==> config.mk <==
export PLATFORM = sky130hd
export DESIGN_NAME = dcache_req_fifo
export DESIGN_NICKNAME = d
export VERILOG_FILES = /design/src/rtl/dcache_pkg.sv /design/src/rtl/dcache_req_fifo_lookup.sv /design/src/rtl/dcache_req_fifo.sv
export SDC_FILE = /design/constraint.sdc
export NUM_CORES = 1
export LEC_CHECK = 0
export BUFFER_PORTS_ARGS = -buffer_cell sky130_fd_sc_hd__buf_2
export CAP_MARGIN = 10
export CORE_ASPECT_RATIO = 0.75
export CORE_UTILIZATION = 30
export CTS_CLUSTER_SIZE = 10
export DETAILED_ROUTE_END_ITERATION = 16
export GPL_TIMING_DRIVEN = 0
export HOLD_SLACK_MARGIN = 0.1
export PLACE_DENSITY = 0.47
export SLEW_MARGIN = 25
export SYNTH_ARGS = -nofsm -noshare
export SYNTH_HDL_FRONTEND = slang
export SYNTH_SLANG_ARGS = --single-unit
==> constraint.sdc <==
create_clock -name clk -period 2.9 [get_ports clk]
set_clock_uncertainty 0.15 [all_clocks]
set_input_delay 0.435 -clock clk [delete_from_list [all_inputs] [get_ports clk]]
set_output_delay 0.435 -clock clk [all_outputs]
set_load 0.05 [all_outputs]
==> src/rtl/dcache_pkg.sv <==
// Shared types for the data-cache request path.
// Holds the request entry layout and the level-width helper used by
// dcache_req_fifo and its optional lookup block.
// Entry field widths below are the widest widths the FIFO can carry.
package dcache_pkg;

   localparam int unsigned DCACHE_DATABITS = 32;
   localparam int unsigned DCACHE_ADDRBITS = 32;

   // One queued cache request; rdreq and wrreq are independent flags
   typedef struct packed {
      logic [DCACHE_DATABITS-1:0] data;
      logic [DCACHE_ADDRBITS-1:0] addr;
      logic                       rdreq;
      logic                       wrreq;
   } dcache_req_t;

   // Occupancy counter width: must represent 0..depth inclusive
   function automatic int unsigned dcache_level_bits(input int unsigned depth);
      return $clog2(depth) + 1;
   endfunction

   localparam int unsigned DCACHE_DEFAULT_DEPTH      = 4;
   localparam int unsigned DCACHE_DEFAULT_LEVEL_BITS = dcache_level_bits(DCACHE_DEFAULT_DEPTH);

endpackage

==> src/rtl/dcache_req_fifo_lookup.sv <==
// Store-forward search over the held FIFO entries.
// Reports the youngest held write whose address matches lookup_addr.
// Only instantiated when DCACHE_REQ_FIFO_LOOKUP_EN is defined.
module dcache_req_fifo_lookup
   import dcache_pkg::*;
#(
   parameter int unsigned DEPTH    = 4,
   parameter int unsigned DATABITS = 32,
   parameter int unsigned ADDRBITS = 32
) (
   input  dcache_req_t               entries [DEPTH],
   input  logic [$clog2(DEPTH)-1:0]  rd_ptr,
   input  logic [$clog2(DEPTH):0]    level,
   input  logic [ADDRBITS-1:0]       lookup_addr,
   output logic                      lookup_hit,
   output logic [DATABITS-1:0]       lookup_data
);

   localparam int unsigned PTR_W = $clog2(DEPTH);
   localparam int unsigned LVL_W = dcache_level_bits(DEPTH);

   logic [PTR_W-1:0] idx;

   // Walk oldest to youngest so a later match overrides an earlier one
   always_comb begin
      lookup_hit  = 1'b0;
      lookup_data = '0;
      idx         = '0;
      for (int i = 0; i < DEPTH; i++) begin
         idx = rd_ptr + PTR_W'(i);
         if ((LVL_W'(i) < level) && entries[idx].wrreq &&
             (entries[idx].addr == DCACHE_ADDRBITS'(lookup_addr))) begin
            lookup_hit  = 1'b1;
            lookup_data = DATABITS'(entries[idx].data);
         end
      end
   end

endmodule

==> src/rtl/dcache_req_fifo.sv <==
// Show-ahead request FIFO for the data cache.
// Head entry is presented combinationally; push-through is allowed when full,
// and overflow/underflow misuse is flagged with one-cycle pulses.
// Optional store-forward lookup: define DCACHE_REQ_FIFO_LOOKUP_EN.
module dcache_req_fifo
   import dcache_pkg::*;
#(
   parameter int unsigned DATABITS = DCACHE_DATABITS,
   parameter int unsigned ADDRBITS = DCACHE_ADDRBITS,
   parameter int unsigned DEPTH    = DCACHE_DEFAULT_DEPTH
) (
   input  logic                     clk,
   input  logic                     reset_n,
   input  logic [DATABITS-1:0]      queue_in_data,
   input  logic [ADDRBITS-1:0]      queue_in_addr,
   input  logic                     queue_in_rdreq,
   input  logic                     queue_in_wrreq,
   input  logic                     queue_push,
   input  logic                     queue_pop,
   output logic [DATABITS-1:0]      queue_out_data,
   output logic [ADDRBITS-1:0]      queue_out_addr,
   output logic                     queue_out_rdreq,
   output logic                     queue_out_wrreq,
   output logic                     queue_not_empty,
   output logic                     queue_full,
   output logic [$clog2(DEPTH):0]   queue_level,
   output logic                     queue_overflow,
   output logic                     queue_underflow
`ifdef DCACHE_REQ_FIFO_LOOKUP_EN
   ,
   input  logic [ADDRBITS-1:0]      lookup_addr,
   output logic                     lookup_hit,
   output logic [DATABITS-1:0]      lookup_data
`endif
);

   localparam int unsigned PTR_W = $clog2(DEPTH);
   localparam int unsigned LVL_W = dcache_level_bits(DEPTH);
   localparam logic [LVL_W-1:0] LVL_FULL = LVL_W'(DEPTH);

   dcache_req_t      mem [DEPTH];
   dcache_req_t      in_entry;
   dcache_req_t      head;
   logic [PTR_W-1:0] rd_ptr;
   logic [PTR_W-1:0] wr_ptr;
   logic [LVL_W-1:0] level;
   logic             empty;
   logic             full;
   logic             do_push;
   logic             do_pop;

   // Full/empty come from the occupancy count, since rd_ptr == wr_ptr is ambiguous
   assign empty   = (level == '0);
   assign full    = (level == LVL_FULL);
   // A pop frees the slot on the same edge, so a full FIFO still accepts a push with pop
   assign do_push = queue_push && (!full || queue_pop);
   assign do_pop  = queue_pop && !empty;

   // Pack the incoming request into the shared entry layout
   always_comb begin
      in_entry       = '0;
      in_entry.data  = DCACHE_DATABITS'(queue_in_data);
      in_entry.addr  = DCACHE_ADDRBITS'(queue_in_addr);
      in_entry.rdreq = queue_in_rdreq;
      in_entry.wrreq = queue_in_wrreq;
   end

   // Show-ahead head: zero whenever nothing is held
   always_comb begin
      head = '0;
      if (!empty) head = mem[rd_ptr];
   end

   assign queue_out_data  = DATABITS'(head.data);
   assign queue_out_addr  = ADDRBITS'(head.addr);
   assign queue_out_rdreq = head.rdreq;
   assign queue_out_wrreq = head.wrreq;
   assign queue_not_empty = !empty;
   assign queue_full      = full;
   assign queue_level     = level;

   // Entry storage is data only; reset discards entries by clearing the level
   always_ff @(posedge clk) begin
      if (do_push) mem[wr_ptr] <= in_entry;
   end

   // Pointers, occupancy and error pulses
   always_ff @(posedge clk or negedge reset_n) begin
      if (!reset_n) begin
         rd_ptr          <= '0;
         wr_ptr          <= '0;
         level           <= '0;
         queue_overflow  <= 1'b0;
         queue_underflow <= 1'b0;
      end else begin
         if (do_push) wr_ptr <= wr_ptr + PTR_W'(1);
         if (do_pop)  rd_ptr <= rd_ptr + PTR_W'(1);
         case ({do_push, do_pop})
            2'b10:   level <= level + LVL_W'(1);
            2'b01:   level <= level - LVL_W'(1);
            default: level <= level;
         endcase
         queue_overflow  <= queue_push && full && !queue_pop;
         queue_underflow <= queue_pop && empty;
      end
   end

`ifdef DCACHE_REQ_FIFO_LOOKUP_EN
   // Forwarding search over held entries
   dcache_req_fifo_lookup #(
      .DEPTH    (DEPTH),
      .DATABITS (DATABITS),
      .ADDRBITS (ADDRBITS)
   ) u_lookup (
      .entries     (mem),
      .rd_ptr      (rd_ptr),
      .level       (level),
      .lookup_addr (lookup_addr),
      .lookup_hit  (lookup_hit),
      .lookup_data (lookup_data)
   );
`else
   // No forwarding path: held entries are visible only at the head
`endif

endmodule

==> run_summary.xml <==
<?xml version="1.0" encoding="UTF-8"?>
<metrics>
  <group name="run_status">
    <metric name="outcome" unit="">completed</metric>
  </group>
  <group name="floorplanning">
    <metric name="design.core.area" unit="sq mm">0.0340</metric>
    <metric name="floorplan.initialDensity" unit="%">30.8</metric>
    <metric name="std_cell_rows" unit="">58</metric>
    <metric name="die_h" unit="um">164</metric>
    <metric name="die-area" unit="sq mm">0.0357</metric>
    <metric name="io_pins" unit="">143</metric>
    <metric name="horizontal_die_dimension" unit="um">218</metric>
  </group>
  <group name="clocking">
    <metric name="cts-htree-levels" unit="">2</metric>
    <metric name="clockRootBuffer" unit="">clkbuf_16</metric>
    <metric name="tritoncts" unit="">yes</metric>
    <metric name="numCtsBuffers" unit="">34</metric>
    <metric name="clkSlewWorstSetupHoldPaths" unit="ns">0.06</metric>
    <metric name="ctsLongestPathBuffers" unit="">3</metric>
    <metric name="worst_skew_pair.late_latency" unit="ns">0.50</metric>
    <metric name="cts.sink_count" unit="">273</metric>
  </group>
  <group name="global_routing">
    <metric name="grt_start_max_net_pins" unit="">38</metric>
    <metric name="groute.usage.overall" unit="%">13.2</metric>
    <metric name="vias_in_the_first_global_route" unit="">5786</metric>
    <metric name="grt_pass1_wl" unit="um">34500</metric>
    <metric name="initial_antenna_violation_count" unit="">2</metric>
    <metric name="grt-ovfl-total" unit="">0</metric>
  </group>
  <group name="synthesis">
    <metric name="postSynth.asyncResetShare" unit="%">3.30</metric>
    <metric name="netlist.top_cell.by_area" unit="">edfxtp_1</metric>
    <metric name="flop_and_latch_count_out_of_synthesis" unit="">273</metric>
    <metric name="synth_commonest_cells" unit="">264 x edfxtp_1, 71 x and2_1, 66 x mux4_2, 9 x dfrtp_1, 8 x inv_1</metric>
    <metric name="synthMostInstantiatedCell" unit="">edfxtp_1</metric>
    <metric name="netlist_top_cells_area" unit="">edfxtp_1 76%, mux4_2 14%, and2_1 4.2%, dfrtp_1 2.2%, ha_1 0.60%</metric>
    <metric name="netlist_instances" unit="">462</metric>
    <metric name="synth-main-ff-cell" unit="">edfxtp_1</metric>
    <metric name="syn_nets" unit="">538</metric>
    <metric name="synth-edff-count" unit="">264</metric>
    <metric name="avgSynthCellArea" unit="sq um">22.7</metric>
    <metric name="post_synth_num_cell_types" unit="">24</metric>
    <metric name="ys_seq_area_share" unit="%">77.9</metric>
    <metric name="synth.top_cell.area_share" unit="%">75.7</metric>
    <metric name="post_synth_instance_area" unit="sq mm">0.0105</metric>
    <metric name="synth-warning-count" unit="">0</metric>
  </group>
  <group name="route">
    <metric name="drt_pre_antenna_iters" unit="">4</metric>
    <metric name="finalWirelength" unit="um">22900</metric>
    <metric name="postRouteAntennaNets" unit="">0</metric>
    <metric name="vias_per_cell" unit="">4.49</metric>
    <metric name="count_of_unresolved_drc_violations_after_routing" unit="">0</metric>
    <metric name="routed-via-count" unit="">5289</metric>
    <metric name="detailedRoute.firstIterationViolations" unit="">271</metric>
    <metric name="route.detailed.wl_per_inst" unit="um">19.4</metric>
  </group>
  <group name="finish">
    <metric name="final_layout_size_suffix_gt1_share" unit="%">38.4</metric>
    <metric name="area_growth_syn_to_layout" unit="%">29.7</metric>
    <metric name="layout.cells.non_filler" unit="">1178</metric>
    <metric name="layout.nets" unit="">790</metric>
  </group>
  <group name="pwr">
    <metric name="totalPowerFinal" unit="mW">16.3</metric>
    <metric name="peakVddDrop" unit="uV">800</metric>
    <metric name="power.static_leakage" unit="nW">4.77</metric>
    <metric name="power.density_cell_area" unit="mW/mm^2">1200</metric>
  </group>
  <group name="place">
    <metric name="gp_routability_congestion" unit="">0.702</metric>
    <metric name="placedCellCount" unit="">1058</metric>
    <metric name="detailed_place_hpwl" unit="um">13900</metric>
    <metric name="port_buffers" unit="">142</metric>
  </group>
  <group name="setup_path">
    <metric name="worstSetupEndpointType" unit="">primary output</metric>
    <metric name="cp_data_required_time" unit="ns">2.32</metric>
    <metric name="critical_path.startpoint_type" unit="">register</metric>
    <metric name="crit-reg2reg-launch" unit="">queue_level[0]</metric>
    <metric name="cp.arrival" unit="ns">2.21</metric>
    <metric name="path_max_fanout" unit="">10</metric>
    <metric name="r2r_end" unit="">queue_level[2]</metric>
    <metric name="reg2reg_setup_slack" unit="ns">0.41</metric>
    <metric name="timing_worst_setup_path_type" unit="">reg2out</metric>
    <metric name="r2r.worst_path.cells" unit="">9</metric>
  </group>
  <group name="job">
    <metric name="cap_violations" unit="">0</metric>
  </group>
  <group name="timing">
    <metric name="max_freq" unit="MHz">358</metric>
    <metric name="final-max-slew-violation-count" unit="">0</metric>
    <metric name="final_min_period_over_clock_period" unit="%">96.3</metric>
    <metric name="rsz_0062_raised_after_global_routing" unit="">no</metric>
    <metric name="worst_slew_margin_rel" unit="%">55.4</metric>
    <metric name="finalSetupViolCount" unit="">0</metric>
    <metric name="final_hold_viol_count" unit="">0</metric>
    <metric name="transition_time_of_the_tightest_slew_check_pin" unit="ns">0.669</metric>
    <metric name="period_needed" unit="ns">2.79</metric>
  </group>
  <group name="worst_hold_path">
    <metric name="hold_path.class" unit="">in2async</metric>
  </group>
</metrics>
-- flip-flops by register name, summed over array words and instances, names as in the netlist --
| register | flops |
|---|---|
| mem | 264 |
| queue_level | 3 |
| rd_ptr | 2 |
| wr_ptr | 2 |
| queue_overflow | 1 |
| queue_underflow | 1 |
-- cell families (layout without fill, tap and decap cells) --
family	after synthesis	count (layout)	share of synthesized area [%]
AND/OR/NAND/NOR	77	77	4.57
flip-flops	273	273	77.9
AO/OA/AOI/OAI	1	1	0.0717
buffers and inverters	31	296	1.80
adder cells (fa/ha/maj)	6	6	0.789
other	0	1	0
multiplexers	68	68	14.4
XOR/XNOR	6	6	0.502
-- where the power goes --
part	internal, mW	total (mW)	switching (mW)
clock	2.28	3.76	1.48
sequential	5.20	5.37	0.175
combinational	2.34	7.13	4.79
-- worst max-delay path, stage by stage (launching register included) --
cell	delay, ns
dfrtp_1	0.41
buf_4	0.26
buf_2	0.32
mux4_2	0.35
and2_1	0.16
buf_2	0.20
-- metrics by stage --
stage | setup slack [ns] | TNS [ns] | instance area [sq um] | hold slack, ns | utilization, %
6_report | 0.106 | 0 | 13600 | 0.216 | 40.0
5_1_grt | 0.00279 | 0 | 13600 | 0.228 | 40.0
4_1_cts | 0.00187 | 0 | 13500 | 0.193 | 39.9
3_5_place_dp | 0.0930 | 0 | 11800 | 0.152 | 34.8
3_3_place_gp | -0.205 | -52.57 | 11700 | 0.153 | 34.6
2_1_floorplan | 0.224 | 0 | 10500 | -0.0106 | -
-- what timing repair did --
item                                    in CTS  in global routing
hold endpoints to repair                   276                  0
resized for setup                           21                  4
endpoints found under the setup margin      66                 14
setup buffers                                0                  2
hold buffers                                69                  0
-- worst max-delay path by stage --
stage,from,endpoint,slack (ns)
after floorplan,queue_level[0],queue_out_data[10],0.22
after global placement,queue_level[2],mem[3][58],-0.21
after detailed placement,queue_level[0],queue_out_addr[30],0.09
after CTS,queue_level[0],queue_out_addr[30],0.002
after global routing,rd_ptr[1],queue_out_addr[30],0.003
final,rd_ptr[1],queue_out_data[1],0.11
-- routing by layer --
metal | global-route usage, % | up-vias | part of all wire (%)
met5 | 0 | - | 0
met4 | 3.94 | 0 | 1.5
met3 | 3.44 | 31 | 6.0
met2 | 21.7 | 143 | 48
met1 | 17.2 | 2749 | 44
li1 | - | 2366 | -
-- area by class of cell --
| class | instances | area, sq um |
|---|---|---|
| buffer | 22 | 188 |
| antenna | 1 | 2.50 |
| tap | 450 | 563 |
| timing repair buffer | 217 | 1520 |
| multi-input combinational | 158 | 2140 |
| clock inverter | 4 | 21.3 |
| inverter | 8 | 30.0 |
| sequential | 273 | 8150 |
| fill | 3110 | 20400 |
| clock buffer | 45 | 956 |
-- cells in the final DEF (no fill, tap or decap), types with 2 or more instances in the layout --
cell type,Yosys,final
xor2_1,3,3
clkbuf_16,0,37
buf_12,3,8
buf_4,2,13
and2_1,71,67
clkbuf_2,1,3
clkbuf_1,7,10
edfxtp_1,264,264
clkbuf_4,0,2
xnor2_1,3,3
ha_1,5,5
dfrtp_1,9,8
dlygate4sd3_1,0,69
inv_1,8,8
nor2_1,2,2
buf_2,6,140
mux4_2,66,66
clkinv_2,0,2
and2_4,0,4
(Power assumes the default switching activity.)
